### src/rtl/uart_arb_pkg.sv
// Shared types and width helpers for the UART TX arbiter and its picker.
package uart_arb_pkg;

    typedef enum logic [0:0] {
        IDLE  = 1'b0,
        GRANT = 1'b1
    } arb_state_e;

    // Index width for n requesters. A single requester still needs one bit.
    function automatic int idx_w(input int n);
        return (n <= 1) ? 1 : $clog2(n);
    endfunction

    // Stall counter width. It only has to reach TIMEOUT-1.
    function automatic int stall_w(input int timeout);
        return (timeout <= 1) ? 1 : $clog2(timeout);
    endfunction

    // Index width of the default four-requester build.
    localparam int IDX_W = idx_w(4);

endpackage

### src/rtl/uart_rr_pick.sv
// Combinational round-robin picker.
// Searches upward from ptr_i+1, wrapping modulo NUM_REQ, and returns the first set request.
module uart_rr_pick
    import uart_arb_pkg::*;
#(
    parameter int NUM_REQ = 4,
    parameter int W       = idx_w(NUM_REQ)
) (
    input  logic [NUM_REQ-1:0] req_i,
    input  logic [W-1:0]       ptr_i,
    output logic               found_o,
    output logic [W-1:0]       index_o
);

    int         cand;
    logic [W-1:0] cand_idx;

    // The lowest offset from ptr_i+1 wins, so the last owner becomes lowest priority.
    always_comb begin
        found_o  = 1'b0;
        index_o  = '0;
        cand     = 0;
        cand_idx = '0;
        for (int k = 1; k <= NUM_REQ; k++) begin
            cand     = (int'(ptr_i) + k) % NUM_REQ;
            cand_idx = W'(cand);
            if (!found_o && req_i[cand_idx]) begin
                found_o = 1'b1;
                index_o = cand_idx;
            end
        end
    end

endmodule

### src/rtl/uart_tx_arbiter.sv
// Packet-atomic round-robin arbiter that shares the uart_fifo TX path among NUM_REQ requesters.
// A grant is held until the owner's last byte is pushed.
// A stall watchdog takes the grant back from an owner that goes quiet mid-packet.
//
//   state | meaning
//   ------+----------------------------------------------------------------
//   IDLE  | no owner; arbitrate among valid requesters, grant on next cycle
//   GRANT | owner_q streams bytes into the fifo; stall counter watches valid
module uart_tx_arbiter
    import uart_arb_pkg::*;
#(
    parameter int NUM_REQ = 4,
    parameter int TIMEOUT = 1024
) (
    input  logic                      Pclk,
    input  logic                      rst,
    input  logic [NUM_REQ-1:0]        req_valid,
    input  logic [8*NUM_REQ-1:0]      req_data,
    input  logic [NUM_REQ-1:0]        req_last,
    output logic [NUM_REQ-1:0]        req_ready,
    input  logic                      tx_fifo_full,
    output logic [7:0]                tx_byte,
    output logic                      transmit,
    output logic [NUM_REQ-1:0]        grant,
    output logic                      busy,
    output logic                      timeout_irq,
    output logic [idx_w(NUM_REQ)-1:0] timeout_id
);

    localparam int OWN_W = idx_w(NUM_REQ);
    localparam int CNT_W = stall_w(TIMEOUT);
    localparam logic [CNT_W-1:0] CNT_LAST = CNT_W'(TIMEOUT - 1);

    arb_state_e       state_q, state_d;
    logic [OWN_W-1:0] owner_q, owner_d;
    logic [OWN_W-1:0] ptr_q,   ptr_d;
    logic [CNT_W-1:0] cnt_q,   cnt_d;
    logic             irq_q,   irq_d;
    logic [OWN_W-1:0] tid_q,   tid_d;

    logic [7:0]       lane [NUM_REQ];
    logic             pick_found;
    logic [OWN_W-1:0] pick_idx;
    logic             own_valid;
    logic             own_last;
    logic             handshake;

    for (genvar g = 0; g < NUM_REQ; g++) begin : g_lane
        assign lane[g] = req_data[8*g +: 8];
    end

    uart_rr_pick #(
        .NUM_REQ (NUM_REQ),
        .W       (OWN_W)
    ) u_pick (
        .req_i   (req_valid),
        .ptr_i   (ptr_q),
        .found_o (pick_found),
        .index_o (pick_idx)
    );

    // Byte path: everything is combinational from the owner register, so there is no added latency.
    always_comb begin
        busy        = (state_q == GRANT);
        own_valid   = req_valid[owner_q];
        own_last    = req_last[owner_q];
        handshake   = busy && own_valid && !tx_fifo_full;
        grant       = busy ? (NUM_REQ'(1) << owner_q) : '0;
        req_ready   = tx_fifo_full ? '0 : grant;
        transmit    = handshake;
        tx_byte     = busy ? lane[owner_q] : 8'h00;
        timeout_irq = irq_q;
        timeout_id  = tid_q;
    end

    // Next-state logic: arbitration, packet end, and the stall watchdog.
    always_comb begin
        state_d = state_q;
        owner_d = owner_q;
        ptr_d   = ptr_q;
        cnt_d   = cnt_q;
        irq_d   = 1'b0;
        tid_d   = tid_q;
        unique case (state_q)
            IDLE: begin
                cnt_d = '0;
                if (pick_found) begin
                    owner_d = pick_idx;
                    state_d = GRANT;
                end
            end
            GRANT: begin
                if (handshake) begin
                    cnt_d = '0;
                    if (own_last) begin
                        ptr_d   = owner_q;
                        state_d = IDLE;
                    end
                end else if (!own_valid) begin
                    // Only a silent owner ages. A full fifo holds the count so backpressure never times out.
                    if (cnt_q == CNT_LAST) begin
                        irq_d   = 1'b1;
                        tid_d   = owner_q;
                        ptr_d   = owner_q;
                        cnt_d   = '0;
                        state_d = IDLE;
                    end else begin
                        cnt_d = cnt_q + CNT_W'(1);
                    end
                end
            end
            default: state_d = IDLE;
        endcase
    end

    // State registers with synchronous reset. ptr starts at the top so requester 0 wins first.
    always_ff @(posedge Pclk) begin
        if (rst) begin
            state_q <= IDLE;
            owner_q <= '0;
            ptr_q   <= OWN_W'(NUM_REQ - 1);
            cnt_q   <= '0;
            irq_q   <= 1'b0;
            tid_q   <= '0;
        end else begin
            state_q <= state_d;
            owner_q <= owner_d;
            ptr_q   <= ptr_d;
            cnt_q   <= cnt_d;
            irq_q   <= irq_d;
            tid_q   <= tid_d;
        end
    end

endmodule

### config.mk
export PLATFORM = sky130hd
export DESIGN_NAME = uart_tx_arbiter
export DESIGN_NICKNAME = d
export VERILOG_FILES = /design/src/rtl/uart_arb_pkg.sv /design/src/rtl/uart_rr_pick.sv /design/src/rtl/uart_tx_arbiter.sv
export SDC_FILE = /design/constraint.sdc
export NUM_CORES = 1
export LEC_CHECK = 0
export CORE_UTILIZATION = 54
export DETAILED_ROUTE_END_ITERATION = 12
export DONT_BUFFER_PORTS = 1
export PLACE_DENSITY = 0.69
export REMOVE_ABC_BUFFERS = 1
export SETUP_SLACK_MARGIN = 0.5
export SLEW_MARGIN = 15
export SYNTH_ARGS = -nofsm -noshare
export SYNTH_HDL_FRONTEND = slang
export SYNTH_HIERARCHICAL = 1
export SYNTH_SLANG_ARGS = --single-unit
### constraint.sdc
create_clock -name Pclk -period 3.8 [get_ports Pclk]
set_input_delay 0.76 -clock Pclk [delete_from_list [all_inputs] [get_ports Pclk]]
set_output_delay 0.76 -clock Pclk [all_outputs]
set_load 0.05 [all_outputs]
Word level (Yosys, flattened, before mapping)
Index checks and enable logic that the tools add are counted.
{"block": "totals", "wordCells": 81, "in_bits": 43, "out_inout_bits": 21, "ff_bits": 18}
{"block": "op_classes", "reduce_logical": 14, "n_eq_ne": 4, "n_mux": 41, "magnitude_cmp": 6, "add_sub_neg": 5, "shift": 1, "bitwise": 4}
{"operator": "$mux 10", "n": 3}
{"operator": "$mux 8", "n": 3}
{"operator": "$pmux 10 s2", "n": 1}
{"operator": "$bmux 8 s2", "n": 1}
{"operator": "$mux 1", "n": 16}
{"operator": "$mux 2", "n": 8}
{"operator": "$lt 2x3->1 const B", "n": 5}
{"operator": "$bmux 1 s2", "n": 6}
{"operator": "$add 10x1->10 const B", "n": 1}
{"operator": "$eq 10x10->1 const B", "n": 1}
{"operator": "$mux 4", "n": 2}
{"operator": "$reduce_and 4->1", "n": 2}
{"operator": "$logic_and 1x1->1", "n": 5}
{"operator": "$add 2x1->2 const B", "n": 2}
{"operator": "$add 2x2->2 const B", "n": 2}
{"operator": "$logic_not 1->1", "n": 4}
{"operator": "$reduce_or 4->1", "n": 1}
{"operator": "$shl 1x2->4 const A", "n": 1}
{"operator": "$ge 3x3->1 const B", "n": 1}
{"operator": "$ne 3x3->1 const B", "n": 1}
{"operator": "$not 1->1", "n": 3}
{"operator": "$not 2->3", "n": 1}
{"operator": "$ne 2x1->1 const B", "n": 1}
{"operator": "$ne 2x2->1 const B", "n": 1}
{"operator": "other kinds (3)", "n": 3}

Logic depth before layout (Yosys ltp)
{"block": "depth", "ltp_word": 15, "depth_mapped": 6, "depth_no_buf": 5}

Hierarchy
Netlist, hierarchy kept.
{"module": "uart_tx_arbiter", "area_per_inst_um2": 1410.1, "seq_area_each_um2": 360.3, "cells_per_inst": 160, "instances": 1}
{"module": "uart_rr_pick", "area_per_inst_um2": 91.3, "seq_area_each_um2": 0.0, "cells_per_inst": 14, "instances": 1}

Worst setup path before layout
OpenSTA, ideal clock, no wires.
{"block": "synth_path", "kind": "register to output", "from": "register state_q (netlist: busy)", "to": "output req_ready[1]", "t_required_ps": 3040, "path_buffers": 2, "stages_incl_launch_ff": 5, "slack_ps": 79, "arrival_time_ps": 2961, "cell_sequence": "dfxtp_1 > clkbuf_1 > inv_1 > clkbuf_1 > nor4b_1"}
{"block": "synth_between", "elab_chain_cells": 2}
{"item": "from (decl)", "line": "uart_tx_arbiter.sv:34", "rtl": "arb_state_e state_q, state_d;"}
{"item": "from (signal assigned)", "line": "uart_tx_arbiter.sv:126", "rtl": "state_q <= state_d;"}
{"item": "$mux 4", "line": "uart_tx_arbiter.sv:68", "rtl": "grant = busy ? (NUM_REQ'(1) << owner_q) : '0;"}
{"item": "$mux 4", "line": "uart_tx_arbiter.sv:69", "rtl": "req_ready = tx_fifo_full ? '0 : grant;"}
{"item": "to (decl)", "line": "uart_tx_arbiter.sv:20", "rtl": "output logic [NUM_REQ-1:0] req_ready,"}
No other way between the ends.

Worst setup path in the final report
{"block": "layout_path", "from": "register owner_q[1]", "to": "output transmit"}
{"block": "layout_between", "elab_chain_cells": 4}
{"item": "from (decl)", "line": "uart_tx_arbiter.sv:35", "rtl": "logic [OWN_W-1:0] owner_q, owner_d;"}
{"item": "from (signal assigned)", "line": "uart_tx_arbiter.sv:127", "rtl": "owner_q <= owner_d;"}
{"item": "$bmux 1 s2", "line": "uart_tx_arbiter.sv:65", "rtl": "own_valid = req_valid[owner_q];"}
{"item": "$mux 1 (not written as such)", "line": "uart_tx_arbiter.sv:65"}
{"item": "$logic_and 1x1->1 (2 in series)", "line": "uart_tx_arbiter.sv:67", "rtl": "handshake = busy && own_valid && !tx_fifo_full;"}
{"item": "to (decl)", "line": "uart_tx_arbiter.sv:23", "rtl": "output logic transmit,"}
No other way between the ends. The select of a mux whose other input is x is not followed.

==> flow_metrics.tcl <==
set metrics [dict create \
    track_usage_pct 26.8 \
    coreArea_um2 2540 \
    skew_ns 0.00199 \
    synth-seq-cells 18 \
    port_buffers 0 \
    grt_pass1_wl_um 5760 \
    ant_nets 0 \
    finalSetupViolations 0 \
    intPower_uw 294 \
    yosysUniqueCellTypes 43 \
    worst-endpoint-required_ns 3.04 \
    place_congestion 0.881 \
    dp_hpwl_um 2720 \
    cts_max_path_buffers 2 \
    pre_cts_slack_ns 1.00 \
    die_y_um 54.7 \
    critPathKind "reg -> out" \
    fillerInstances 228 \
    die_area_um2 3000 \
    power_density_nw_per_um2 287 \
    synthToLayoutAreaGrowth_pct 5.00 \
    avgSynthCellArea_um2 8.63 \
    die_w_um 54.7 \
    cts_buffers 3 \
    worstHoldPathType "reg -> reg" \
    crit_path_start_kind "flip-flop" \
    synth.area.mux_share_pct 19.7 \
    synthXorXnorAreaFrac_pct 0 \
    grt_pass1_vias 1254 \
    fin_nets 214 \
    timing.fmax_mhz 318 \
    dr.pass1.iters 4 \
    drc_errors 0 \
    syn-instance-count 174 \
    worst_pin_slew_ns 0.881 \
    r2r-end "cnt_q[7]" \
    num_vias 1373 \
    worstHoldStart "cnt_q[1]" \
    grt_antenna_before_repair 0 \
    placed_cells 195 \
    synthSimpleGateAreaFrac_pct 32.7 \
    synth_top_family_by_area "simple AND/OR/NAND/NOR gates" \
    cts_resized 0 \
    slew_headroom_pct 41.1 \
    pwr-share-seq_pct 45.5 \
    drive_gt1_share_pct 17.2 \
    start_util_pct 59.0 \
    wl_um 3750 \
    power.leakage_nw 0.490 \
    power_uw 452 \
    ff2ff_path_depth 4 \
    grt_start_max_net_pins 26 \
    ys_warn_count 6 \
    cts-hold-fix-buffers 0 \
    overflow 0 \
    syn_area_um2 1500 \
    vdd_ir_drop_max_v 0.000276 \
    numClockSinks 18 \
    io_pins 64 \
    drt_iter0_markers 57 \
    final_util_pct 61.9 \
    endpoint_kind "output port" \
    clockPowerShare_pct 26.8 \
    cts_tree "built" \
    hold_depth 2 \
    cp_max_fo 20 \
    rsz0062_at_grt "no" \
    fin_area_um2 1580 \
    hold_violations 0 \
    cts_setup_buffers 0 \
    ys_seq_area_share_pct 24.0 \
    drv_cap 0 \
    insertion_delay_ns 0.30 \
    fp-row-count 18 \
    htree_levels 1 \
    switching_share_pct 35.1 \
    hold_path_end "cnt_q[1]" \
    min_period_ns 3.15 \
    r2r_start "owner_q[1]" \
    final.setup.worst_slack_ns 0.651 \
    via_per_inst 6.90 \
    synth_compound_area_share_pct 16.8 \
    p_comb_share_pct 27.8 \
    finalHoldWorstSlack_ns 0.508 \
    setup_tns_ns 0 \
    reg2reg_slack_ns 1.40 \
    layout.cells.non_filler 199 \
    finalCritPeriodShare_pct 82.9 \
    critPathArrivalTime_ns 2.39 \
    routedWlPerCell_um 18.8 \
    synthTopCellsByArea "dfxtp_1, mux4_2, mux2i_1, nand4_1, and2_1" \
    root_buffer "clkbuf_4" \
    power.switching_uw 159 \
    clk_pin_slew_ns 0.11 \
    synth_top_area_share_pct 24.0 \
    status "finished, final reports clean" \
    n_antenna_cell 0 \
    place_area_um2 1540 \
    slew_violations 0 \
    synth_top_area_cell "dfxtp_1" \
    synth_adder_area_share_pct 0.833 \
]
[power groups by stage]
| stage | combinational [mW] | sequential, mW | clock, mW |
|---|---|---|---|
| 6_report | 0.126 | 0.206 | 0.121 |
| 5_1_grt | 0.133 | 0.207 | 0.132 |
| 4_1_cts | 0.126 | 0.205 | 0.124 |
| 3_5_place_dp | 0.126 | 0.210 | 0 |
| 3_3_place_gp | 0.124 | 0.209 | 0 |
| 2_1_floorplan | 0.103 | 0.212 | 0 |
[Yosys cell counts, drive strengths merged]
library cell and count:
mux2i 7, a2111oi 2, nand4b 1, a221oi 1, a21boi 2, nor2b 2, buf 3, nor3 3
a211oi 1, o311ai 2, o32a 1, and4 3, o31ai 3, or4 1, o221ai 1, nand2 11
o2111ai 2, and2 10, nor2 15, nand4 11, a21oi 11, a31oi 4, clkbuf 12, nand3b 2
nand3 8, nor3b 2, o211ai 1, dfxtp 18, or4b 1, mux4 10, and3 1, and2b 1
nor4b 2, or2b 1, ha 1, nor4 4, nand2b 6, inv 6, and4b 1
[cell families (layout without fill, tap and decap cells)]
| family | Yosys count | after routing |
|---|---|---|
| flip-flops | 18 | 18 |
| buffers and inverters | 21 | 16 |
| AND/OR/NAND/NOR | 86 | 86 |
| multiplexers | 17 | 17 |
| AO/OA/AOI/OAI | 31 | 31 |
| adder cells (fa/ha/maj) | 1 | 1 |
[final cells by class]
| class | instances | area (um^2) | share of cell area, % |
|---|---|---|---|
| clock buffers | 4 | 36.3 | 2.30 |
| repair buffers | 6 | 45.0 | 2.86 |
| well taps | 30 | 37.5 | 2.38 |
| inverters | 6 | 22.5 | 1.43 |
| flip-flops and latches | 18 | 360 | 22.9 |
| multi-input cells | 135 | 1070 | 68.2 |
[registers in the layout, summed over array words and instances (netlist names)]
signal and cells:
cnt_q 10, owner_q 2, ptr_q 2, timeout_id 2, busy 1, timeout_irq 1
[worst max-delay path: stages (launching register included)]
cell and delay, ns:
dfxtp_1 0.88, mux2i_1 0.27, o32a_1 0.55, inv_1 0.39
[cells in the final DEF (no fill, tap or decap), drive strengths merged]
cell,instances
ha,1
and2,10
nand3,8
clkbuf,4
and4b,1
a21oi,11
a31oi,4
o221ai,1
mux4,10
nor4,4
nand3b,2
a2111oi,2
nor2b,2
buf,6
dfxtp,18
or4b,1
a211oi,1
nand2b,6
or2b,1
o211ai,1
nand4,11
nor3b,2
inv,6
o32a,1
and2b,1
nand4b,1
or4,1
and4,3
a21boi,2
o2111ai,2
o31ai,3
nor4b,2
nor3,3
mux2i,7
nor2,15
nand2,11
and3,1
a221oi,1
o311ai,2
[routing by layer]
metal	wire length, um	up-vias	GRT usage, %	part of all wire (%)
li1	-	658	-	-
met1	1670	663	34.1	45
met2	1860	50	46.4	50
met3	205	2	6.11	5.5
met4	15	0	4.27	0.40
met5	0	-	0	0
[worst max-delay path by stage]
stage | cells past startpoint | end | startpoint | slack [ns]
detailed placement | 3 | transmit | owner_q[1] | 1.00
CTS | 3 | transmit | owner_q[1] | 0.67
global placement | 3 | transmit | owner_q[1] | 1.06
finish | 3 | transmit | owner_q[1] | 0.65
floorplan | 2 | req_ready[1] | busy | 0.07
global route | 3 | transmit | owner_q[1] | 0.52
No activity file was read; power rests on OpenSTA's default activity.
